## src/rtl/csr_pkg.sv

```systemverilog
// rtl/csr_pkg.sv - shared CSR addresses, encodings, causes and FSM state for csr_exec
package csr_pkg;

  localparam logic [11:0] CSR_MSTATUS  = 12'h300;
  localparam logic [11:0] CSR_MIE      = 12'h304;
  localparam logic [11:0] CSR_MTVEC    = 12'h305;
  localparam logic [11:0] CSR_MSCRATCH = 12'h340;
  localparam logic [11:0] CSR_MEPC     = 12'h341;
  localparam logic [11:0] CSR_MCAUSE   = 12'h342;
  localparam logic [11:0] CSR_MIP      = 12'h344;
  localparam logic [11:0] CSR_CYCLE    = 12'hC00;
  localparam logic [11:0] CSR_INSTRET  = 12'hC02;
  localparam logic [11:0] CSR_CYCLEH   = 12'hC80;
  localparam logic [11:0] CSR_INSTRETH = 12'hC82;

  localparam logic [6:0] OPC_SYSTEM = 7'b1110011;

  // funct3[1:0]; funct3[2] selects the zimm source
  localparam logic [1:0] OP_RW = 2'b01;
  localparam logic [1:0] OP_RS = 2'b10;
  localparam logic [1:0] OP_RC = 2'b11;

  localparam logic [31:0] INSTR_ECALL = 32'h0000_0073;
  localparam logic [31:0] INSTR_MRET  = 32'h3020_0073;
  localparam logic [31:0] INSTR_WFI   = 32'h1050_0073;

  localparam logic [31:0] MCAUSE_EXT     = 32'h8000_000B;
  localparam logic [31:0] MCAUSE_TIMER   = 32'h8000_0007;
  localparam logic [31:0] MCAUSE_ILLEGAL = 32'd2;
  localparam logic [31:0] MCAUSE_ECALL   = 32'd11;

  localparam int MSTATUS_MIE  = 3;
  localparam int MSTATUS_MPIE = 7;
  localparam int MIE_MTIE     = 7;
  localparam int MIE_MEIE     = 11;

  localparam logic [31:0] MSTATUS_MASK = 32'h0000_0088;
  localparam logic [31:0] MIE_MASK     = 32'h0000_0880;

  typedef enum logic [1:0] {IDLE, REDIR, WFI} csr_state_e;

  function automatic logic addr_supported(input logic [11:0] a);
    case (a)
      CSR_MSTATUS, CSR_MIE, CSR_MTVEC, CSR_MSCRATCH, CSR_MEPC, CSR_MCAUSE, CSR_MIP,
      CSR_CYCLE, CSR_INSTRET, CSR_CYCLEH, CSR_INSTRETH: addr_supported = 1'b1;
      default: addr_supported = 1'b0;
    endcase
  endfunction

endpackage

```

## src/rtl/csr_decode.sv

```systemverilog
// rtl/csr_decode.sv - combinational Zicsr / ECALL / MRET / WFI decoder
module csr_decode
  import csr_pkg::*;
(
  input  logic [31:0] instr,
  output logic        is_csr,
  output logic [1:0]  op,
  output logic [11:0] addr,
  output logic        src_is_imm,
  output logic        wr_en,
  output logic        is_ecall,
  output logic        is_mret,
  output logic        is_wfi,
  output logic        addr_ok,
  output logic        read_only
);

  assign op         = instr[13:12];
  assign src_is_imm = instr[14];
  assign addr       = instr[31:20];

  // funct3 = 100 is reserved and is not treated as a CSR access
  assign is_csr = (instr[6:0] == OPC_SYSTEM) && (op != 2'b00);

  // RS/RC with a zero rs1 field (or zimm) are pure reads
  assign wr_en = is_csr && ((op == OP_RW) || (instr[19:15] != 5'd0));

  assign is_ecall  = (instr == INSTR_ECALL);
  assign is_mret   = (instr == INSTR_MRET);
  assign is_wfi    = (instr == INSTR_WFI);
  assign addr_ok   = addr_supported(addr);
  assign read_only = (addr[11:10] == 2'b11);

endmodule

```

## src/rtl/csr_exec.sv

```systemverilog
// rtl/csr_exec.sv - execute-stage machine CSR / trap unit with one-cycle fetch redirect
// Build option CSR_VECTORED_EN enables vectored interrupt targets via mtvec[1:0] = 01.
module csr_exec
  import csr_pkg::*;
#(
  parameter int          XLEN        = 32,
  parameter logic [31:0] RESET_MTVEC = 32'h0000_0000
) (
  input  logic            clk,
  input  logic            rst,
  input  logic            instr_valid,
  input  logic [31:0]     instr,
  input  logic [XLEN-1:0] pc,
  input  logic [XLEN-1:0] rs1_data,
  input  logic [XLEN-1:0] ctr_rdata,
  input  logic            irq_ext,
  input  logic            irq_timer,
  output logic [XLEN-1:0] csr_rdata,
  output logic            stall,
  output logic            redirect_valid,
  output logic [XLEN-1:0] redirect_pc,
  output logic            illegal
);

`ifdef CSR_VECTORED_EN
  localparam logic [31:0] MTVEC_RST = (RESET_MTVEC[1:0] == 2'b01) ? RESET_MTVEC
                                                                  : (RESET_MTVEC & ~32'h3);
`else
  localparam logic [31:0] MTVEC_RST = RESET_MTVEC & ~32'h3;
`endif

  logic        is_csr, src_is_imm, wr_en, is_ecall, is_mret, is_wfi, addr_ok, read_only;
  logic [1:0]  op;
  logic [11:0] addr;

  csr_decode u_decode (
    .instr      (instr),
    .is_csr     (is_csr),
    .op         (op),
    .addr       (addr),
    .src_is_imm (src_is_imm),
    .wr_en      (wr_en),
    .is_ecall   (is_ecall),
    .is_mret    (is_mret),
    .is_wfi     (is_wfi),
    .addr_ok    (addr_ok),
    .read_only  (read_only)
  );

  csr_state_e  state_q, state_d;
  logic [31:0] mstatus_q, mstatus_d;
  logic [31:0] mie_q, mie_d;
  logic [31:0] mtvec_q, mtvec_d;
  logic [31:0] mscratch_q, mscratch_d;
  logic [31:0] mepc_q, mepc_d;
  logic [31:0] mcause_q, mcause_d;
  logic [31:0] redir_pc_q, redir_pc_d;

  logic        in_idle, instr_go, csr_valid, illegal_acc;
  logic        int_ext, int_tmr, take_int, take_trap, wake;
  logic [31:0] mip_val, csr_old, src_val, wdata, trap_cause, trap_target, mtvec_base;

  assign in_idle     = (state_q == IDLE);
  assign instr_go    = instr_valid && in_idle;
  assign csr_valid   = instr_go && is_csr;
  assign illegal_acc = csr_valid && (!addr_ok || (read_only && wr_en));
  assign illegal     = illegal_acc;

  assign int_ext  = mstatus_q[MSTATUS_MIE] && mie_q[MIE_MEIE] && irq_ext;
  assign int_tmr  = mstatus_q[MSTATUS_MIE] && mie_q[MIE_MTIE] && irq_timer;
  assign take_int = int_ext || int_tmr;
  // WFI wakes on any locally enabled source, even with global MIE clear
  assign wake     = (mie_q[MIE_MEIE] && irq_ext) || (mie_q[MIE_MTIE] && irq_timer);
  assign take_trap = instr_go && (take_int || illegal_acc || is_ecall);

  always_comb begin
    mip_val           = 32'h0;
    mip_val[MIE_MTIE] = irq_timer;
    mip_val[MIE_MEIE] = irq_ext;
  end

  always_comb begin
    csr_old = 32'h0;
    case (addr)
      CSR_MSTATUS:  csr_old = mstatus_q;
      CSR_MIE:      csr_old = mie_q;
      CSR_MTVEC:    csr_old = mtvec_q;
      CSR_MSCRATCH: csr_old = mscratch_q;
      CSR_MEPC:     csr_old = mepc_q;
      CSR_MCAUSE:   csr_old = mcause_q;
      CSR_MIP:      csr_old = mip_val;
      CSR_CYCLE, CSR_CYCLEH, CSR_INSTRET, CSR_INSTRETH: csr_old = ctr_rdata;
      default:      csr_old = 32'h0;
    endcase
  end

  assign csr_rdata = (csr_valid && !illegal_acc) ? csr_old : 32'h0;

  assign src_val = src_is_imm ? {27'b0, instr[19:15]} : rs1_data;

  always_comb begin
    wdata = csr_old;
    case (op)
      OP_RW:   wdata = src_val;
      OP_RS:   wdata = csr_old | src_val;
      OP_RC:   wdata = csr_old & ~src_val;
      default: wdata = csr_old;
    endcase
  end

  always_comb begin
    if (int_ext)          trap_cause = MCAUSE_EXT;
    else if (int_tmr)     trap_cause = MCAUSE_TIMER;
    else if (illegal_acc) trap_cause = MCAUSE_ILLEGAL;
    else                  trap_cause = MCAUSE_ECALL;
  end

  assign mtvec_base = mtvec_q & ~32'h3;

  always_comb begin
    trap_target = mtvec_base;
`ifdef CSR_VECTORED_EN
    if (take_int && (mtvec_q[1:0] == 2'b01))
      trap_target = mtvec_base + {25'b0, trap_cause[4:0], 2'b00};
`endif
  end

  always_comb begin
    state_d    = state_q;
    mstatus_d  = mstatus_q;
    mie_d      = mie_q;
    mtvec_d    = mtvec_q;
    mscratch_d = mscratch_q;
    mepc_d     = mepc_q;
    mcause_d   = mcause_q;
    redir_pc_d = redir_pc_q;
    case (state_q)
      IDLE: begin
        if (take_trap) begin
          mepc_d                 = pc & ~32'h3;
          mcause_d               = trap_cause;
          mstatus_d[MSTATUS_MPIE] = mstatus_q[MSTATUS_MIE];
          mstatus_d[MSTATUS_MIE]  = 1'b0;
          redir_pc_d             = trap_target;
          state_d                = REDIR;
        end else if (instr_go && is_mret) begin
          mstatus_d[MSTATUS_MIE]  = mstatus_q[MSTATUS_MPIE];
          mstatus_d[MSTATUS_MPIE] = 1'b1;
          redir_pc_d             = mepc_q;
          state_d                = REDIR;
        end else if (instr_go && is_wfi) begin
          state_d = WFI;
        end else if (csr_valid && wr_en) begin
          case (addr)
            CSR_MSTATUS:  mstatus_d  = wdata & MSTATUS_MASK;
            CSR_MIE:      mie_d      = wdata & MIE_MASK;
`ifdef CSR_VECTORED_EN
            CSR_MTVEC:    mtvec_d    = (wdata & ~32'h3) | {31'b0, (wdata[1:0] == 2'b01)};
`else
            CSR_MTVEC:    mtvec_d    = wdata & ~32'h3;
`endif
            CSR_MSCRATCH: mscratch_d = wdata;
            CSR_MEPC:     mepc_d     = wdata & ~32'h3;
            CSR_MCAUSE:   mcause_d   = wdata;
            default:      ;
          endcase
        end
      end
      REDIR:   state_d = IDLE;
      WFI:     if (wake) state_d = IDLE;
      default: state_d = IDLE;
    endcase
  end

  always_ff @(posedge clk) begin
    if (rst) begin
      state_q    <= IDLE;
      mstatus_q  <= 32'h0;
      mie_q      <= 32'h0;
      mtvec_q    <= MTVEC_RST;
      mscratch_q <= 32'h0;
      mepc_q     <= 32'h0;
      mcause_q   <= 32'h0;
      redir_pc_q <= 32'h0;
    end else begin
      state_q    <= state_d;
      mstatus_q  <= mstatus_d;
      mie_q      <= mie_d;
      mtvec_q    <= mtvec_d;
      mscratch_q <= mscratch_d;
      mepc_q     <= mepc_d;
      mcause_q   <= mcause_d;
      redir_pc_q <= redir_pc_d;
    end
  end

  assign redirect_valid = (state_q == REDIR);
  assign redirect_pc    = redir_pc_q;
  assign stall          = (state_q == WFI) && !wake;

endmodule
```

## config.mk

```make
export PLATFORM = sky130hd
export DESIGN_NAME = csr_exec
export DESIGN_NICKNAME = d
export VERILOG_FILES = /design/src/rtl/csr_pkg.sv /design/src/rtl/csr_decode.sv /design/src/rtl/csr_exec.sv
export SDC_FILE = /design/constraint.sdc
export NUM_CORES = 1
export LEC_CHECK = 0
export CAP_MARGIN = 20
export CORE_ASPECT_RATIO = 1.5
export CORE_MARGIN = 4
export CORE_UTILIZATION = 25
export DETAILED_ROUTE_END_ITERATION = 12
export SYNTH_ARGS = -nofsm -noshare
export SYNTH_HDL_FRONTEND = slang
export SYNTH_HIERARCHICAL = 1
export SYNTH_SLANG_ARGS = --single-unit
```

## constraint.sdc

```tcl
create_clock -name clk -period 4.71 [get_ports clk]
set_clock_uncertainty 0.05 [all_clocks]
set_input_delay 0.471 -clock clk [delete_from_list [all_inputs] [get_ports clk]]
set_output_delay 0.471 -clock clk [all_outputs]
set_load 0.02 [all_outputs]
```

Yosys cells after proc, flatten, opt, wreduce, memory -nomap -nowiden. Cells that the tools add are included.

Flip-flop bits (word level): 164. Input bits: 133. Output and inout bits: 67. Logic and storage cells: 118.

Eq/ne operators: 26. Multiplexer cells: 32. Bitwise operators: 6. Reductions and logical operators: 46.

Operator list (count): $mux W32 (16); $pmux W32 S8 (1); $pmux W32 S3 (1); $eq A12 B10 Y1 const B (7); $eq A12 B12 Y1 const B (4); $and A32 B32 Y32 (1); $eq A32 B29 Y1 const B (1); $eq A32 B30 Y1 const B (1); $eq A32 B7 Y1 const B (1); $not A32 Y32 (1); $or A32 B32 Y32 (1); $mux W8 (3); $logic_and A1 B1 Y1 (18); $reduce_and A6 Y1 (3); $reduce_or A11 Y1 (1); $reduce_and A5 Y1 (2); $reduce_bool A2 Y1 (5); $eq A2 B2 Y1 const B (4); $mux W2 (4); $eq A7 B7 Y1 const B (1); $logic_or A1 B1 Y1 (6); $ne A2 B2 Y1 const B (3); $reduce_bool A3 Y1 (2); $mux W1 (5); 12 further kinds (18).

Longest topological paths before layout. Gate-level depths: netlist of run 1.

Depth after elaboration: 11. Depth in mapped cells: 11. Gate-level depth less buffers: 9.

Modules after synthesis. The synthesis of run 1 kept the hierarchy.

By module, submodules not included: csr_exec (instances 1, cells each 999, area each 8481.9 um^2, seq. area each 3203.1 um^2); csr_decode (instances 1, cells each 47, area each 331.6 um^2, seq. area each 0.0 um^2).

Least setup slack after synthesis of run 1. Ideal clock, no wire load.

Path kind: in2reg. Start: input port instr[27]. End: register mcause_q[13]. Setup time: 0.069 ns. Data arrival time: 2.803 ns. Data required time: 4.591 ns. Setup slack: 1.788 ns. Cell stages on the path: 10. Buffers on the path: 1. Cell sequence: nand4bb_1 > a211o_1 > a221oi_2 > a21bo_2 > a221oi_1 > nor2_1 > nor3_1 > clkbuf_1 > nand2_1 > o21ai_1.

Cells in the longest elaborated chain, start to end: 11. Elaborated cells on any way between the ends: 39. Classes of those cells: 16 x eq/ne; 8 x mux; 2 x bitwise; 13 x reduce/logical.

RTL lines: from (decl) (RTL line csr_exec.sv:12) `input logic [31:0] instr,`; $eq A12 B10 Y1 / $eq A12 B12 Y1 (equally long branches) (RTL line csr_pkg.sv:43) `case (a)`; $reduce_or A11 Y1 (*) (RTL line csr_pkg.sv:43); $mux W1 (*) (RTL line csr_pkg.sv:43); named net addr_ok (RTL line csr_exec.sv:32) `logic is_csr, src_is_imm, wr_en, is_ecall, is_mret, is_wfi, addr_ok, read_only;`; $logic_not A1 Y1 (*) (RTL line csr_exec.sv:66) `assign illegal_acc = csr_valid && (!addr_ok || (read_only && wr_en));`; $logic_or A1 B1 Y1 (*) (RTL line csr_exec.sv:66); $logic_and A1 B1 Y1 (*) (RTL line csr_exec.sv:66); $logic_or A1 B1 Y1 (*) (2 in series) (RTL line csr_exec.sv:74) `assign take_trap = instr_go && (take_int || illegal_acc || is_ecall);`; $logic_and A1 B1 Y1 (*) (RTL line csr_exec.sv:74); $ne A2 B2 Y1 (no source line) / $reduce_bool A2 Y1 (equally long branches); $reduce_and A5 Y1 (no source line); to (signal assigned) (RTL line csr_exec.sv:192) `mcause_q <= mcause_d;`; to (decl) (RTL line csr_exec.sv:56) `logic [31:0] mcause_q, mcause_d;`.

The timed path passes the listed nets; every way through them passes the cells marked *. The select of a mux whose other input is x is not followed. A chain may end at the register's enable or synchronous reset.

Worst setup path in the final report of run 1.
Start: input port instr[26]. End: output port csr_rdata[15].

Cells in the longest elaborated chain, start to end: 9. Elaborated cells on any way between the ends: 21. Classes of those cells: 11 x eq/ne; 3 x mux; 7 x reduce/logical.

RTL lines: $eq A12 B10 Y1 / $eq A12 B12 Y1 (equally long branches) (RTL line csr_pkg.sv:43); $reduce_or A11 Y1 (*) (RTL line csr_pkg.sv:43); $mux W1 (*) (RTL line csr_pkg.sv:43); named net addr_ok (RTL line csr_exec.sv:32); $logic_not A1 Y1 (*) (RTL line csr_exec.sv:66); $logic_or A1 B1 Y1 (*) (RTL line csr_exec.sv:66); $logic_and A1 B1 Y1 (*) (RTL line csr_exec.sv:66); $logic_not A1 Y1 (*) (RTL line csr_exec.sv:97) `assign csr_rdata = (csr_valid && !illegal_acc) ? csr_old : 32'h0;`; $logic_and A1 B1 Y1 (*) (RTL line csr_exec.sv:97); $mux W32 (*) (RTL line csr_exec.sv:97); to (decl) (RTL line csr_exec.sv:18) `output logic [XLEN-1:0] csr_rdata,`.

The timed path passes the listed nets; every way through them passes the cells marked *.

==> results.toml, run 1 <==
[run_status]
run_status = "completed"

[worst_setup_path]
worstPathCellList = "clkdlybuf4s50_1 -> inv_1 -> a211o_1 -> a221oi_2 -> a21bo_2 -> nor2_1 -> nand2_1 -> buf_4 -> o21ba_2 -> clkdlybuf4s50_1"
arrival_ns = 3.66
critPathCaptureType = "primary output"
crit_path_max_fanout = 20
cp_slowest_stage_delay_ns = 0.72
critical_path.startpoint_type = "primary input"
cp_slowest_cell = "clkdlybuf4s50_1"
worst_r2r_path_depth = 7
path_common_cell = "clkdlybuf4s50_1"
cp_data_required_time_ns = 4.19
critPathKind = "in2out"

[worst_hold_path]
worstHoldPathType = "reg2reg"
worstHoldPathCells = 2

[final_layout]
final_net_count = 1331
area.growth.synth_to_final_pct = 34.4
final_layout_size_suffix_gt1_frac = 0.128
layout.core_utilization = 0.339

[logic_synthesis]
synthTopCellsByArea = "dfxtp_1 (36%), mux2i_1 (4.7%), o21ai_0 (4.6%)"
muxShareOfSynthArea = 0.0862
synth-adder-area-share = 0
synth.most_common_cell = "dfxtp_1"
combinational_family_with_the_most_area_after_synthesis = "compound AO/OA/AOI/OAI gates"
synth_xor_xnor_area_share = 0.0298
synth.cells.most_frequent = "dfxtp_1 (160), nand2_1 (104), nor2_1 (87), o21ai_0 (81), clkbuf_1 (59)"
yosys_warnings = 6
synth_simple_gate_area_frac = 0.189
synth_compound_gate_area_share = 0.273
synth_top_area_share = 0.363
post_synth_inst_count = 1046
synth-edff-count = 0
yosys_reg_bits = 160
netlist_area_um2 = 8810
synth_sequential_area_ratio = 0.363
synth-async-reset-ratio = 0
avgSynthCellArea_um2 = 8.43
postSynth.topFlopCell = "dfxtp_1"
synth_top_cell_by_area = "dfxtp_1"
synth_cell_type_count = 67

[floorplan]
row_count = 84
initial_standard_cell_utilization_of_the_core = 0.253
floorplan.die.height_um = 238
die_outline_area_um2 = 38400
core_region_area_um2 = 34900
width_of_the_die_um = 161
ios = 200

[grt]
grt-ovfl-total = 0
global_route_track_usage_on_met1 = 0.196
grt-busiest-layer = "met2"
grt_util_met3 = 0.0337
grt_first_pass_wirelength_um = 52800
vias_in_the_first_global_route = 9060
grt_max_degree = 70
grt_antenna_before_repair = 1
grt.total_usage = 0.178
use_met2 = 0.315

[job]
drv.max_cap_violation_count = 0

[place]
dp_hpwl_um = 25000
gpl.final_weighted_congestion = 0.909
port_buffers = 195

[sta]
unrepaired_setup_endpoints_after_global_routing = "false"
timing.setup.tns_ns = 0
slew-limit-headroom = 0.374
final_hold_viol_count = 0
post-route-period-util = 0.887
setup-violations-final = 0
fmax_ghz = 0.239
final_period_minus_worst_setup_slack_ns = 4.18
least_margin_pin_slew_ns = 0.936
drv_slew = 0

[routing]
detail_route.drc_violations = 0
detail_route.iter0.violations = 596
vias = 8725
detail_route.wl_per_cell_um = 20.9
vias_per_cell = 5.18
routed_wl_um = 35300
drt.antenna.violating_nets = 0
firstDrtPassIters = 5

[cts]
cts.sinks = 160
tritoncts = "done"
cts-hold-fix-buffers = 0
cts_root_buf = "clkbuf_16"
clock_latency_ns = 0.42
cts_made_buffers = 17
cts.path.max_buffers = 2
post_cts_buffers = 0
htreeDepth = 4
clk_transition_reported_paths_ns = 0.07
resized_cells_post_cts = 0

[pwr]
power_density_nw_per_um2 = 260
totalPowerFinal_mw = 3.08
leakage_nw = 3.90
ir_worst_vdd_v = 0.000204
[cell usage in the layout (no fill, tap or decap), types with 7 or more instances in the layout]
cell             synthesis  layout
a211oi_1                31      31
a21oi_1                 16      15
a221oi_1                 7       7
a22o_1                  28      28
a22oi_1                 32      32
a31oi_1                  7       7
a32oi_1                 27      27
and3_1                   7       7
buf_4                   17      34
clkbuf_16                0      17
clkdlybuf4s50_1          0     191
dfxtp_1                160     160
inv_1                    8       7
inv_6                    0       8
mux2_2                  31      31
mux2i_1                 41      41
nand2_1                104     103
nand3_1                 15      14
nand4_1                  7       7
nor2_1                  87      83
nor2b_1                 54      54
nor3_1                  16      15
o21ai_0                 81      81
o21ai_1                 38      38
o21ba_2                 24      24
o32ai_1                 25      25
xnor2_1                 29      29
[final timing paths]
kind / from / to / slack [ns]
max: instr[26] / csr_rdata[15] / 0.53
min: mscratch_q[8] / mscratch_q[8] / 0.40
max reg2reg: state_q[0] / mepc_q[11] / 2.01
min reg2reg: mscratch_q[8] / mscratch_q[8] / 0.40
[critical path: cells and delay by family]
| kind | cells | cell delay (ns) |
|---|---|---|
| buffers and inverters | 4 | 1.71 |
| AOI/OAI and AO/OA | 4 | 1.14 |
| and+or+nand+nor | 2 | 0.32 |
[layer usage]
metal,routed length (um),vias to the layer above
met5,0,-
met4,1880,0
met3,1930,85
met2,17800,318
met1,13700,4180
li1,-,4142
[registers in the layout, indices dropped and copies added (netlist names)]
name / cells
mepc_q: 30
mtvec_q: 30
mie_q: 2
mstatus_q: 2
mscratch_q: 32
state_q: 2
redirect_pc: 30
mcause_q: 32
[stage by stage]
stage / setup WS [ns] / hold slack [ns] / cells / cell area, um^2
2_1_floorplan: 1.79 / 0.370 / 1047 / 8820
3_3_place_gp: 0.512 / 0.378 / 1651 / 11200
3_5_place_dp: 0.534 / 0.389 / 1651 / 11200
4_1_cts: 0.517 / 0.404 / 1683 / 11800
5_1_grt: 0.386 / 0.420 / 1684 / 11800
6_report: 0.533 / 0.401 / 1685 / 11800
[where the power goes]
part	switching, mW	internal, mW	total (mW)
sequential	0.00113	1.35	1.35
combinational	0.179	0.165	0.344
clock	0.631	0.746	1.38
[cells by family (layout without fill, tap and decap cells)]
kind of cell | Yosys count | in the layout
other cells | 1 | 3
simple gates | 333 | 333
xor+xnor | 30 | 30
mux | 72 | 72
flops | 160 | 160
compound gates | 340 | 340
buf+inv | 110 | 274
[cell type report]
cell class                 count  area [um^2]
tap                          473          592
sequential                   160         3200
timing repair buffer         233         2270
fill                        3699        23000
antenna                        1         2.50
clock buffer                  17          425
inverter                       9         33.8
multi-input combinational    777         5160
clock inverter                15          148
Note: power is estimated with default switching activity, not from simulation.
==> run 2, diff against run 1 <==
--- a/config.mk
+++ b/config.mk
@@ -9,6 +9,7 @@
 export CORE_ASPECT_RATIO = 1.5
 export CORE_MARGIN = 4
 export CORE_UTILIZATION = 25
+export CTS_CLUSTER_SIZE = 30
 export DETAILED_ROUTE_END_ITERATION = 12
 export SYNTH_ARGS = -nofsm -noshare
 export SYNTH_HDL_FRONTEND = slang
==> results of run 2 <==
No change in the layout: final DEF, timing and power equal those of run 1.
